File: src/rtl/cpu_ctrl_pkg.sv
`default_nettype none
// ============================================================================
//  Module   : cpu_ctrl_pkg
//  Purpose  : Shared opcode, ALU-op and ALU-B-source encodings plus the
//             state enumeration of the multi-cycle control unit.
//  Revision : 1.0  initial release
// ============================================================================
package cpu_ctrl_pkg;

    // Instruction opcodes (instr[15:12]); anything above OP_SW is illegal
    localparam logic [3:0] OP_RTYPE = 4'd0;
    localparam logic [3:0] OP_ADDI  = 4'd1;
    localparam logic [3:0] OP_ANDI  = 4'd2;
    localparam logic [3:0] OP_ORI   = 4'd3;
    localparam logic [3:0] OP_NORI  = 4'd4;
    localparam logic [3:0] OP_BEQ   = 4'd5;
    localparam logic [3:0] OP_BNE   = 4'd6;
    localparam logic [3:0] OP_SLTI  = 4'd7;
    localparam logic [3:0] OP_LW    = 4'd8;
    localparam logic [3:0] OP_SW    = 4'd9;

    // ALU operation codes
    localparam logic [2:0] ALU_ADD   = 3'b000;
    localparam logic [2:0] ALU_SUB   = 3'b001;
    localparam logic [2:0] ALU_AND   = 3'b010;
    localparam logic [2:0] ALU_OR    = 3'b011;
    localparam logic [2:0] ALU_NOR   = 3'b100;
    localparam logic [2:0] ALU_SLT   = 3'b101;
    localparam logic [2:0] ALU_RTYPE = 3'b111;

    // ALU B-operand source select
    localparam logic [1:0] SRCB_REG    = 2'b00;
    localparam logic [1:0] SRCB_TWO    = 2'b01;
    localparam logic [1:0] SRCB_IMM    = 2'b10;
    localparam logic [1:0] SRCB_IMM_SH = 2'b11;

    // Controller states
    typedef enum logic [3:0] {
        S_RESET  = 4'd0,
        S_FETCH  = 4'd1,
        S_DECODE = 4'd2,
        S_EXEC_R = 4'd3,
        S_EXEC_I = 4'd4,
        S_BRANCH = 4'd5,
        S_ADDR   = 4'd6,
        S_MEM_RD = 4'd7,
        S_MEM_WR = 4'd8,
        S_WB_R   = 4'd9,
        S_WB_I   = 4'd10,
        S_WB_MEM = 4'd11
    } state_t;

endpackage
`default_nettype wire

File: src/rtl/multicycle_control_unit_if.sv
`default_nettype none
// ============================================================================
//  Module   : multicycle_control_unit_if
//  Purpose  : Bundle between the multi-cycle controller (master) and the
//             datapath / memory side (slave).
//  Revision : 1.0  initial release
// ============================================================================
interface multicycle_control_unit_if #(
    parameter int OPCODE_W = 4,
    parameter int ALU_OP_W = 3,
    parameter int CNT_W    = 16
);
    logic [OPCODE_W-1:0] opcode;
    logic                mem_ready;
    logic                pc_write;
    logic                pc_write_cond;
    logic                branch_ne;
    logic                pc_src;
    logic                ir_write;
    logic                i_or_d;
    logic                mem_read;
    logic                mem_write;
    logic                reg_dest;
    logic                mem_to_reg;
    logic                reg_write;
    logic                alu_src_a;
    logic [1:0]          alu_src_b;
    logic [ALU_OP_W-1:0] alu_op;
    logic                instr_done;
    logic                illegal_op;
    logic                bus_error;
    logic [CNT_W-1:0]    instr_count;

    modport master (
        input  opcode, mem_ready,
        output pc_write, pc_write_cond, branch_ne, pc_src, ir_write, i_or_d,
               mem_read, mem_write, reg_dest, mem_to_reg, reg_write,
               alu_src_a, alu_src_b, alu_op, instr_done, illegal_op,
               bus_error, instr_count
    );

    modport slave (
        output opcode, mem_ready,
        input  pc_write, pc_write_cond, branch_ne, pc_src, ir_write, i_or_d,
               mem_read, mem_write, reg_dest, mem_to_reg, reg_write,
               alu_src_a, alu_src_b, alu_op, instr_done, illegal_op,
               bus_error, instr_count
    );
endinterface
`default_nettype wire

File: src/rtl/mem_watchdog.sv
`default_nettype none
// ============================================================================
//  Module   : mem_watchdog
//  Purpose  : Counts memory wait cycles; flags expiry when the count has
//             reached MEM_TIMEOUT and the memory is still not ready.
//             MEM_TIMEOUT = 0 disables expiry.
//  Revision : 1.0  initial release
// ============================================================================
module mem_watchdog #(
    parameter int MEM_TIMEOUT = 15
) (
    input  wire logic clk,
    input  wire logic rst_n,
    input  wire logic i_clear,
    input  wire logic i_enable,
    output logic      o_expire
);
    localparam int         CW        = (MEM_TIMEOUT < 1) ? 1 : $clog2(MEM_TIMEOUT + 1);
    localparam logic [CW-1:0] C_LIMIT = CW'(MEM_TIMEOUT);
    localparam bit         C_ENABLED = (MEM_TIMEOUT != 0);

    logic [CW-1:0] r_cnt;

    // Expiry takes effect in a wait cycle that starts with the count at the limit
    assign o_expire = C_ENABLED && i_enable && (r_cnt == C_LIMIT);

    // Wait counter: cleared outside waits and on expiry, counts stalled cycles
    always_ff @(posedge clk or negedge rst_n) begin
        if (!rst_n) begin
            r_cnt <= '0;
        end else if (i_clear || o_expire) begin
            r_cnt <= '0;
        end else if (i_enable) begin
            r_cnt <= r_cnt + 1'b1;
        end
    end
endmodule
`default_nettype wire

File: src/rtl/multicycle_control_unit.sv
`default_nettype none
// ============================================================================
//  Module   : multicycle_control_unit
//  Purpose  : Moore-style controller for the 16-bit multi-cycle MIPS datapath
//             with shared memory port, memory watchdog, illegal-opcode flag
//             and retired-instruction counter.
//  Revision : 1.0  initial release
// ============================================================================
module multicycle_control_unit
    import cpu_ctrl_pkg::*;
#(
    parameter int OPCODE_W    = 4,
    parameter int ALU_OP_W    = 3,
    parameter int MEM_TIMEOUT = 15,
    parameter int CNT_W       = 16
) (
    input  wire logic clk,
    input  wire logic rst_n,
    multicycle_control_unit_if.master bus
);
    state_t              r_state;
    state_t              w_next;
    logic [OPCODE_W-1:0] r_opcode;
    logic [CNT_W-1:0]    r_count;
    logic                w_in_wait;
    logic                w_wd_en;
    logic                w_wd_clr;
    logic                w_expire;

    // Only the memory-access states can stall on mem_ready
    assign w_in_wait = (r_state == S_FETCH) || (r_state == S_MEM_RD) ||
                       (r_state == S_MEM_WR);
    assign w_wd_en   = w_in_wait && !bus.mem_ready;
    assign w_wd_clr  = !w_wd_en;

    mem_watchdog #(
        .MEM_TIMEOUT (MEM_TIMEOUT)
    ) u_watchdog (
        .clk      (clk),
        .rst_n    (rst_n),
        .i_clear  (w_wd_clr),
        .i_enable (w_wd_en),
        .o_expire (w_expire)
    );

    assign bus.instr_count = r_count;

    // State register, opcode latch on IR load, retired-instruction counter
    always_ff @(posedge clk or negedge rst_n) begin
        if (!rst_n) begin
            r_state  <= S_RESET;
            r_opcode <= '0;
            r_count  <= '0;
        end else begin
            r_state <= w_next;
            if (r_state == S_FETCH && bus.mem_ready) begin
                r_opcode <= bus.opcode;
            end
            if (bus.instr_done) begin
                r_count <= r_count + 1'b1;
            end
        end
    end

    // Next-state and output decode from state and latched opcode
    always_comb begin
        w_next            = r_state;
        bus.pc_write      = 1'b0;
        bus.pc_write_cond = 1'b0;
        bus.branch_ne     = 1'b0;
        bus.pc_src        = 1'b0;
        bus.ir_write      = 1'b0;
        bus.i_or_d        = 1'b0;
        bus.mem_read      = 1'b0;
        bus.mem_write     = 1'b0;
        bus.reg_dest      = 1'b0;
        bus.mem_to_reg    = 1'b0;
        bus.reg_write     = 1'b0;
        bus.alu_src_a     = 1'b0;
        bus.alu_src_b     = SRCB_REG;
        bus.alu_op        = ALU_OP_W'(ALU_ADD);
        bus.instr_done    = 1'b0;
        bus.illegal_op    = 1'b0;
        bus.bus_error     = w_expire;

        case (r_state)
            S_RESET: begin
                w_next = S_FETCH;
            end
            S_FETCH: begin
                bus.mem_read  = 1'b1;
                bus.alu_src_b = SRCB_TWO;
                if (bus.mem_ready) begin
                    bus.pc_write = 1'b1;
                    bus.ir_write = 1'b1;
                    w_next       = S_DECODE;
                end else if (w_expire) begin
                    w_next = S_FETCH;
                end
            end
            S_DECODE: begin
                bus.alu_src_b = SRCB_IMM_SH;
                case (r_opcode)
                    OPCODE_W'(OP_RTYPE): w_next = S_EXEC_R;
                    OPCODE_W'(OP_ADDI),
                    OPCODE_W'(OP_ANDI),
                    OPCODE_W'(OP_ORI),
                    OPCODE_W'(OP_NORI),
                    OPCODE_W'(OP_SLTI):  w_next = S_EXEC_I;
                    OPCODE_W'(OP_BEQ),
                    OPCODE_W'(OP_BNE):   w_next = S_BRANCH;
                    OPCODE_W'(OP_LW),
                    OPCODE_W'(OP_SW):    w_next = S_ADDR;
                    default: begin
                        bus.illegal_op = 1'b1;
                        bus.instr_done = 1'b1;
                        w_next         = S_FETCH;
                    end
                endcase
            end
            S_EXEC_R: begin
                bus.alu_src_a = 1'b1;
                bus.alu_op    = ALU_OP_W'(ALU_RTYPE);
                w_next        = S_WB_R;
            end
            S_EXEC_I: begin
                bus.alu_src_a = 1'b1;
                bus.alu_src_b = SRCB_IMM;
                case (r_opcode)
                    OPCODE_W'(OP_ANDI): bus.alu_op = ALU_OP_W'(ALU_AND);
                    OPCODE_W'(OP_ORI):  bus.alu_op = ALU_OP_W'(ALU_OR);
                    OPCODE_W'(OP_NORI): bus.alu_op = ALU_OP_W'(ALU_NOR);
                    OPCODE_W'(OP_SLTI): bus.alu_op = ALU_OP_W'(ALU_SLT);
                    default:            bus.alu_op = ALU_OP_W'(ALU_ADD);
                endcase
                w_next = S_WB_I;
            end
            S_BRANCH: begin
                bus.alu_src_a     = 1'b1;
                bus.alu_op        = ALU_OP_W'(ALU_SUB);
                bus.pc_write_cond = 1'b1;
                bus.pc_src        = 1'b1;
                bus.branch_ne     = (r_opcode == OPCODE_W'(OP_BNE));
                bus.instr_done    = 1'b1;
                w_next            = S_FETCH;
            end
            S_ADDR: begin
                bus.alu_src_a = 1'b1;
                bus.alu_src_b = SRCB_IMM;
                w_next        = (r_opcode == OPCODE_W'(OP_LW)) ? S_MEM_RD : S_MEM_WR;
            end
            S_MEM_RD: begin
                bus.mem_read = 1'b1;
                bus.i_or_d   = 1'b1;
                if (bus.mem_ready) begin
                    w_next = S_WB_MEM;
                end else if (w_expire) begin
                    w_next = S_FETCH;
                end
            end
            S_MEM_WR: begin
                bus.mem_write = 1'b1;
                bus.i_or_d    = 1'b1;
                if (bus.mem_ready) begin
                    bus.instr_done = 1'b1;
                    w_next         = S_FETCH;
                end else if (w_expire) begin
                    w_next = S_FETCH;
                end
            end
            S_WB_R: begin
                bus.reg_write  = 1'b1;
                bus.reg_dest   = 1'b1;
                bus.instr_done = 1'b1;
                w_next         = S_FETCH;
            end
            S_WB_I: begin
                bus.reg_write  = 1'b1;
                bus.instr_done = 1'b1;
                w_next         = S_FETCH;
            end
            S_WB_MEM: begin
                bus.reg_write  = 1'b1;
                bus.mem_to_reg = 1'b1;
                bus.instr_done = 1'b1;
                w_next         = S_FETCH;
            end
            default: begin
                w_next = S_RESET;
            end
        endcase
    end
endmodule
`default_nettype wire

File: src/flat_wrapper.sv
// flat-port wrapper written by rule: the top's interface ports become plain ports
module multicycle_control_unit_flat import cpu_ctrl_pkg::*;
#(
    parameter int OPCODE_W    = 4,
    parameter int ALU_OP_W    = 3,
    parameter int MEM_TIMEOUT = 15,
    parameter int CNT_W       = 16
)
  (clk, rst_n, bus_opcode, bus_mem_ready, bus_pc_write, bus_pc_write_cond, bus_branch_ne, bus_pc_src, bus_ir_write, bus_i_or_d, bus_mem_read, bus_mem_write, bus_reg_dest, bus_mem_to_reg, bus_reg_write, bus_alu_src_a, bus_alu_src_b, bus_alu_op, bus_instr_done, bus_illegal_op, bus_bus_error, bus_instr_count);
  multicycle_control_unit_if #(.OPCODE_W(OPCODE_W), .ALU_OP_W(ALU_OP_W), .CNT_W(CNT_W)) bus_i ();
  input  wire logic clk;
  input  wire logic rst_n;
  input wire logic [$bits(bus_i.opcode)-1:0] bus_opcode;
  input wire logic [$bits(bus_i.mem_ready)-1:0] bus_mem_ready;
  output wire logic [$bits(bus_i.pc_write)-1:0] bus_pc_write;
  output wire logic [$bits(bus_i.pc_write_cond)-1:0] bus_pc_write_cond;
  output wire logic [$bits(bus_i.branch_ne)-1:0] bus_branch_ne;
  output wire logic [$bits(bus_i.pc_src)-1:0] bus_pc_src;
  output wire logic [$bits(bus_i.ir_write)-1:0] bus_ir_write;
  output wire logic [$bits(bus_i.i_or_d)-1:0] bus_i_or_d;
  output wire logic [$bits(bus_i.mem_read)-1:0] bus_mem_read;
  output wire logic [$bits(bus_i.mem_write)-1:0] bus_mem_write;
  output wire logic [$bits(bus_i.reg_dest)-1:0] bus_reg_dest;
  output wire logic [$bits(bus_i.mem_to_reg)-1:0] bus_mem_to_reg;
  output wire logic [$bits(bus_i.reg_write)-1:0] bus_reg_write;
  output wire logic [$bits(bus_i.alu_src_a)-1:0] bus_alu_src_a;
  output wire logic [$bits(bus_i.alu_src_b)-1:0] bus_alu_src_b;
  output wire logic [$bits(bus_i.alu_op)-1:0] bus_alu_op;
  output wire logic [$bits(bus_i.instr_done)-1:0] bus_instr_done;
  output wire logic [$bits(bus_i.illegal_op)-1:0] bus_illegal_op;
  output wire logic [$bits(bus_i.bus_error)-1:0] bus_bus_error;
  output wire logic [$bits(bus_i.instr_count)-1:0] bus_instr_count;
  assign bus_i.opcode = bus_opcode;
  assign bus_i.mem_ready = bus_mem_ready;
  assign bus_pc_write = bus_i.pc_write;
  assign bus_pc_write_cond = bus_i.pc_write_cond;
  assign bus_branch_ne = bus_i.branch_ne;
  assign bus_pc_src = bus_i.pc_src;
  assign bus_ir_write = bus_i.ir_write;
  assign bus_i_or_d = bus_i.i_or_d;
  assign bus_mem_read = bus_i.mem_read;
  assign bus_mem_write = bus_i.mem_write;
  assign bus_reg_dest = bus_i.reg_dest;
  assign bus_mem_to_reg = bus_i.mem_to_reg;
  assign bus_reg_write = bus_i.reg_write;
  assign bus_alu_src_a = bus_i.alu_src_a;
  assign bus_alu_src_b = bus_i.alu_src_b;
  assign bus_alu_op = bus_i.alu_op;
  assign bus_instr_done = bus_i.instr_done;
  assign bus_illegal_op = bus_i.illegal_op;
  assign bus_bus_error = bus_i.bus_error;
  assign bus_instr_count = bus_i.instr_count;
  multicycle_control_unit #(.OPCODE_W(OPCODE_W), .ALU_OP_W(ALU_OP_W), .MEM_TIMEOUT(MEM_TIMEOUT), .CNT_W(CNT_W)) u_core (.clk(clk), .rst_n(rst_n), .bus(bus_i));
endmodule
File: config.mk
export PLATFORM = sky130hd
export DESIGN_NAME = multicycle_control_unit_flat
export DESIGN_NICKNAME = d
export VERILOG_FILES = /design/src/rtl/cpu_ctrl_pkg.sv /design/src/rtl/multicycle_control_unit_if.sv /design/src/rtl/mem_watchdog.sv /design/src/rtl/multicycle_control_unit.sv /design/src/flat_wrapper.sv
export SDC_FILE = /design/constraint.sdc
export NUM_CORES = 1
export LEC_CHECK = 0
export CORE_MARGIN = 2
export CORE_UTILIZATION = 25
export CTS_CLUSTER_DIAMETER = 200
export CTS_CLUSTER_SIZE = 28
export DETAILED_ROUTE_END_ITERATION = 16
export RECOVER_POWER = 25
export SETUP_SLACK_MARGIN = 0.05
export SLEW_MARGIN = 25
export SYNTH_ARGS = -nofsm -noshare
export SYNTH_HDL_FRONTEND = slang
export SYNTH_HIERARCHICAL = 1
export SYNTH_SLANG_ARGS = --single-unit
export TNS_END_PERCENT = 20
File: constraint.sdc
create_clock -name clk -period 2.3 [get_ports clk]
set_input_delay 0.345 -clock clk [delete_from_list [all_inputs] [get_ports clk]]
set_output_delay 0.345 -clock clk [all_outputs]
set_load 0.005 [all_outputs]
# ---- Word-level counts from Yosys, hierarchy flattened
# Cells that the tools add are included.
dict set report classes {
  reduce_logical 22
  add_sub_neg 2
  muxes 26
  n_eq_ne 21
}
# operator n
set op_table {}
lappend op_table {{$eq 4x3->1 const B} 8}
lappend op_table {{$pmux 4 s8} 1}
lappend op_table {{$eq 4x4->1 const B} 7}
lappend op_table {{$mux 4} 7}
lappend op_table {{$pmux 3 s4} 2}
lappend op_table {{$add 16x1->16 const B} 1}
lappend op_table {{$eq 4x2->1 const B} 4}
lappend op_table {{$mux 1} 13}
lappend op_table {{$reduce_or 10->1} 1}
lappend op_table {{$reduce_or 2->1} 5}
lappend op_table {{$reduce_or 5->1} 2}
lappend op_table {{$pmux 3 s3} 1}
lappend op_table {{$eq 4x1->1 const B} 2}
lappend op_table {{$logic_not 4->1} 2}
lappend op_table {{$reduce_or 4->1} 2}
lappend op_table {{$pmux 2 s3} 1}
lappend op_table {{$add 4x1->4 const B} 1}
lappend op_table {{$logic_and 1x1->1} 3}
lappend op_table {{$logic_or 1x1->1} 3}
lappend op_table {{$pmux 1 s3} 1}
lappend op_table {{$reduce_or 3->1} 1}
lappend op_table {{$logic_not 1->1} 2}
lappend op_table {{$reduce_bool 2->1} 1}
dict set report word_totals {
  reg_bits 28
  elab_cells 75
  out_inout_bits 36
  in_bits 7
}

# ---- Depth between registers and ports, before layout
# Gate-level depths: netlist (run 1).
dict set report depth {
  word_depth 8
  depth_mapped 11
  depth_no_buf 10
}

# ---- Modules after synthesis
# Netlist (run 1), hierarchy kept.
# module area_each_um2 cells_each seq_area_each_um2 n_inst
set by_module_without_submodules {}
lappend by_module_without_submodules {multicycle_control_unit 1592.8 167 600.6 1}
lappend by_module_without_submodules {mem_watchdog 202.7 22 100.1 1}

# ---- Worst setup path before layout (run 1)
# OpenSTA, ideal clock, no wires.
dict set report synth_path {
  kind {reg-to-reg}
  from {reg u_core.r_state[3]}
  to {reg u_core.r_state[0]}
  setup_time_ns 0.116
  path_buffers 1
  arrival_ns 2.113
  period_less_slack_ns 2.229
  path_slack_ns 0.071
  stages_incl_launch_ff 12
  path_cell_list {dfrtp_1 -> clkbuf_1 -> nand2b_1 -> nor3_1 -> o21ai_0 -> inv_1 -> inv_1 -> nor2_1 -> nor2_1 -> a21boi_0 -> o221ai_1 -> o311ai_0}
}
dict set report synth_between {
  elab_chain_cells 8
}
# element line
set synth_rtl {}
lappend synth_rtl {{start, declared} multicycle_control_unit.sv:21} ;# state_t r_state;
lappend synth_rtl {{start signal, assigned} multicycle_control_unit.sv:55} ;# r_state <= w_next;
lappend synth_rtl {{$eq 4x1->1 / $eq 4x3->1 (equally long branches)} multicycle_control_unit.sv:31} ;# assign w_in_wait = (r_state == S_FETCH) || (r_state == S_MEM_RD) ||
lappend synth_rtl {{$logic_or 1x1->1} multicycle_control_unit.sv:31}
lappend synth_rtl {{$logic_or 1x1->1 (*)} multicycle_control_unit.sv:31}
lappend synth_rtl {{$logic_and 1x1->1 (*)} multicycle_control_unit.sv:33} ;# assign w_wd_en = w_in_wait && !bus.mem_ready;
lappend synth_rtl {{via u_core.w_wd_en} multicycle_control_unit.sv:26} ;# logic w_wd_en;
lappend synth_rtl {{$logic_and 1x1->1 (*)} mem_watchdog.sv:25} ;# assign o_expire = C_ENABLED && i_enable && (r_cnt == C_LIMIT);
lappend synth_rtl {{via bus_bus_error} flat_wrapper.sv:31} ;# output wire logic [$bits(bus_i.bus_error)-1:0] bus_bus_error;
lappend synth_rtl {{$mux 4 (*)} --}
lappend synth_rtl {{$mux 4, on equally long branches} --}
lappend synth_rtl {{$pmux 4 s8 (*)} multicycle_control_unit.sv:86} ;# case (r_state)
lappend synth_rtl {{via u_core.w_next[0]} multicycle_control_unit.sv:22} ;# state_t w_next;
# Mark *: on every way through the listed nets, which the timed path passes. The rest lies on a longest branch.
# A chain may end at the register's enable or synchronous reset.

# ---- Final worst setup path (run 1)
dict set report layout_path {
  from {in bus_mem_ready}
  to {out bus_pc_write}
}
dict set report layout_between {
  elab_chain_cells 2
}
# element line
set layout_rtl {}
lappend layout_rtl {{start, declared} flat_wrapper.sv:14} ;# input wire logic [$bits(bus_i.mem_ready)-1:0] bus_mem_ready;
lappend layout_rtl {{$mux 1} multicycle_control_unit.sv:93} ;# if (bus.mem_ready) begin
lappend layout_rtl {{$mux 1} multicycle_control_unit.sv:86}
lappend layout_rtl {{end, declared} flat_wrapper.sv:15} ;# output wire logic [$bits(bus_i.pc_write)-1:0] bus_pc_write;
# Every way passes these cells.

==> results of run 1 <==
metrics by stage:
step,TNS (ns),std cells
finish,-0.03871,342
global placement,-0.2129,334
floorplan,0,189
CTS,-0.3803,341
global route,-0.5698,342
detailed placement,-0.2304,334
worst register-to-register path, stage by stage, from the launching register on:
cell      delay [ns]
dfrtp_1         0.44
xor2_1          0.25
nor3b_2         0.09
o21ai_1         0.16
inv_1           0.07
inv_1           0.08
nor2_2          0.05
buf_4           0.13
nor2_1          0.15
a21boi_0        0.12
o221ai_1        0.17
o311ai_0        0.15
layout make-up:
cell class,count,share of cell area
clock buffer,3,0.01624
clock inverter,1,0.01181
inverter,7,0.01033
multi-input combinational,140,0.3937
sequential,28,0.2771
tap,96,0.04724
timing repair buffer,67,0.2436
state kept, by name, indices dropped and copies added (netlist names):
| name | cells |
|---|---|
| u_core/r_state | 4 |
| u_core/r_opcode | 4 |
| u_core/u_watchdog/r_cnt | 4 |
| u_core/bus.instr_count | 16 |
where the power goes:
part / switching, mW / internal, mW / total, mW
Combinational: 0.764 / 0.963 / 1.73
Sequential: 0.260 / 0.665 / 0.924
Clock: 0.163 / 0.233 / 0.396
Total: 1.19 / 1.86 / 3.05
cells by family after synthesis:
group,after synthesis
mux,6
xor+xnor,18
compound gates,45
simple gates,69
flops,28
buf+inv,21
fa+ha+maj,2
per-layer routing:
layer	vias up	routed length (um)	global-route usage
met4	0	12	0.01653
met3	2	179	0.02892
met5	-	0	0
li1	787	-	-
met1	762	2055	0.1473
met2	42	2073	0.1940
timing repair:
action / 4_1_cts / 5_1_grt
hold endpoints to repair: 0 / 0
cloned: 0 / 0
setup buffers: 3 / 1
pin swaps: 1 / 2
gates resized for setup: 10 / 12
setup endpoints to repair: 13 / 14
synth_stat cells (all sizes together), types with 2 or more instances:
cell / n
a2111oi: 2
a211oi: 8
a21boi: 5
a21oi: 13
and4: 4
buf: 8
clkbuf: 6
dfrtp: 28
ha: 2
inv: 7
mux2: 5
nand2: 14
nand2b: 5
nand3: 9
nand3b: 2
nand4: 4
nor2: 17
nor2b: 2
nor3: 4
nor3b: 2
o21ai: 7
xnor2: 3
xor2: 15
worst min-delay path by stage:
stage | from | end | slack, ns | cells past startpoint
finish | u_core/bus.instr_count[15] | u_core/bus.instr_count[15] | 0.47 | 1
global route | u_core/bus.instr_count[15] | u_core/bus.instr_count[15] | 0.49 | 1
CTS | rst_n | u_core/u_watchdog/r_cnt[3] | 0.46 | 2
detailed placement | u_core/bus.instr_count[15] | u_core/bus.instr_count[15] | 0.47 | 1
global placement | u_core/bus.instr_count[15] | u_core/bus.instr_count[15] | 0.46 | 1
floorplan | rst_n | u_core/bus.instr_count[0] | 0.05 | 0
==> results.py, run 1 <==
metrics = {
    "route": {
        "vias_per_cell": 4.658,
        "routed_wl_mm": 4.320,
        "drtIter0Drc": 65,
        "wl_per_cell_um": 12.63,
        "drc": 0,
        "ant_nets": 0,
        "num_vias": 1593,
        "dr.pass1.iters": 4,
    },
    "final_layout": {
        "layout-drive-gt1-share": 0.2317,
        "multi_input_area_um2": 1001,
        "layout_common_cells": "32 x clkdlybuf4s50_1, 25 x dfrtp_1, 23 x buf_4, 15 x nor2_1, 15 x xor2_1",
        "nNetsFinal": 256,
        "fillers": 698,
        "area_growth_pct": 41.60,
        "fin_area_um2": 2542,
        "finish.utilization": 0.3701,
        "layout_commonest_cell": "clkdlybuf4s50_1",
        "diodes": 0,
        "seq_area_um2": 704.4,
    },
    "timing": {
        "final_hold_viol_count": 0,
        "fmax_mhz": 427.6,
        "setup_ws_ns": -0.03871,
        "finalCritPeriodShare": 1.017,
        "worst_pin_slew_ns": 1.624,
        "period_needed_ns": 2.339,
        "skew_ns": 0.001837,
        "finalMaxSlewViolations": 29,
        "finalSetupViolations": 1,
        "relSlewSlack": -0.08278,
        "hold_ws_ns": 0.4744,
        "rsz0062_at_grt": "true",
    },
    "yosys": {
        "synth_top_cell_area_share": 0.3902,
        "netlist_instances": 189,
        "synth_top_family_by_area": "simple AND/OR/NAND/NOR gates",
        "yosys.cell_types.count": 48,
        "ys_ff_latch": 28,
        "ys_seq_area_frac": 0.3902,
        "synth_top_cell_by_area": "dfrtp_1",
        "synth_area_um2": 1795,
        "muxShareOfSynthArea": 0.03693,
        "async_flop_share": 1.000,
        "ys.flop_type": "dfrtp_1",
        "synth_xor_area_frac": 0.08780,
        "synthTopCellsByArea": "dfrtp_1 39%, xor2_1 7.3%, a21oi_1 3.6%",
        "synth_fa_ha_area_frac": 0.01394,
        "synth_compound_area_frac": 0.1958,
        "yosys.area_share.simple": 0.2070,
        "avgSynthCellArea_um2": 9.500,
        "synth-edff-count": 0,
        "synth_fp_nets": 198,
        "yosysWarnings": 6,
    },
    "global_routing": {
        "grt_first_pass_wirelength_mm": 7.189,
        "grt_max_degree": 29,
        "grt_use_total": 0.1134,
        "overflow": 0,
        "antenna_found_initial": 0,
        "grt_pass1_vias": 1566,
    },
    "clock_tree": {
        "cts_hold_buffers": 0,
        "clockBufferDepth": 2,
        "insertion_delay_ns": 0.27,
        "root_buffer": "clkbuf_8",
        "clkTransAtPathRegs_ns": 0.10,
        "cts_buffers": 3,
        "cts_tree": "done",
        "clkSinkCount": 28,
        "htreeDepth": 1,
    },
    "worst_setup_path": {
        "r2r-start": "u_core/r_state[1]",
        "worstSetupStartpoint": "bus_mem_ready",
        "required_ns": 1.96,
        "reg2reg_to": "u_core/r_state[0]",
        "cp_num_cells": 5,
        "cpPeakStageDelay_ns": 0.51,
        "crit_fanout": 4,
        "start_kind": "primary input",
        "cp.arrival_ns": 1.99,
        "reg2reg_depth": 11,
        "critPathKind": "in -> out",
        "critPathTopFamily": "buffers and inverters",
        "path_buf_inv": 4,
        "path_common_cell": "clkdlybuf4s50_1",
        "r2r_slack_ns": 0.30,
        "critical-path-slowest-cell": "or4_4",
        "end_kind": "output pin",
        "endpoint": "bus_pc_write",
        "path_cells": "clkdlybuf4s50_1 > inv_1 > or4_4 > inv_2 > clkdlybuf4s50_1",
    },
    "die": {
        "rows": 30,
        "initial_core_util": 0.2614,
        "pin_count": 43,
        "core_um2": 6869,
        "die_area_um2": 7876,
        "fp.dieH_um": 88.75,
        "die_x_um": 88.75,
    },
    "flow_run": {
        "maxCapViolCount": 1,
    },
    "hold_path": {
        "hold_class": "reg -> reg",
    },
    "place": {
        "postPlaceCellArea_um2": 2397,
        "gp_congestion": 0.8915,
        "hpwl_mm": 3.110,
        "io_buffers": 42,
        "dpl_worst_slack_ns": -0.1174,
    },
    "power": {
        "powerDensity_nw_per_um2": 1198,
        "power_leakage_nw": 1.061,
        "power_mw": 3.047,
        "peakVddDrop_v": 0.0004359,
    },
    "status": {
        "status": "finished, violations left",
        "violations": "max-capacitance violations, max-slew violations, negative setup slack",
    },
}
(Power assumes the default switching activity.)
==> inputs of run 2 (changes only) <==
- GPL_ROUTABILITY_DRIVEN: not set -> 1
==> results of run 2 <==
No change in the layout: final DEF, timing and power equal those of run 1.
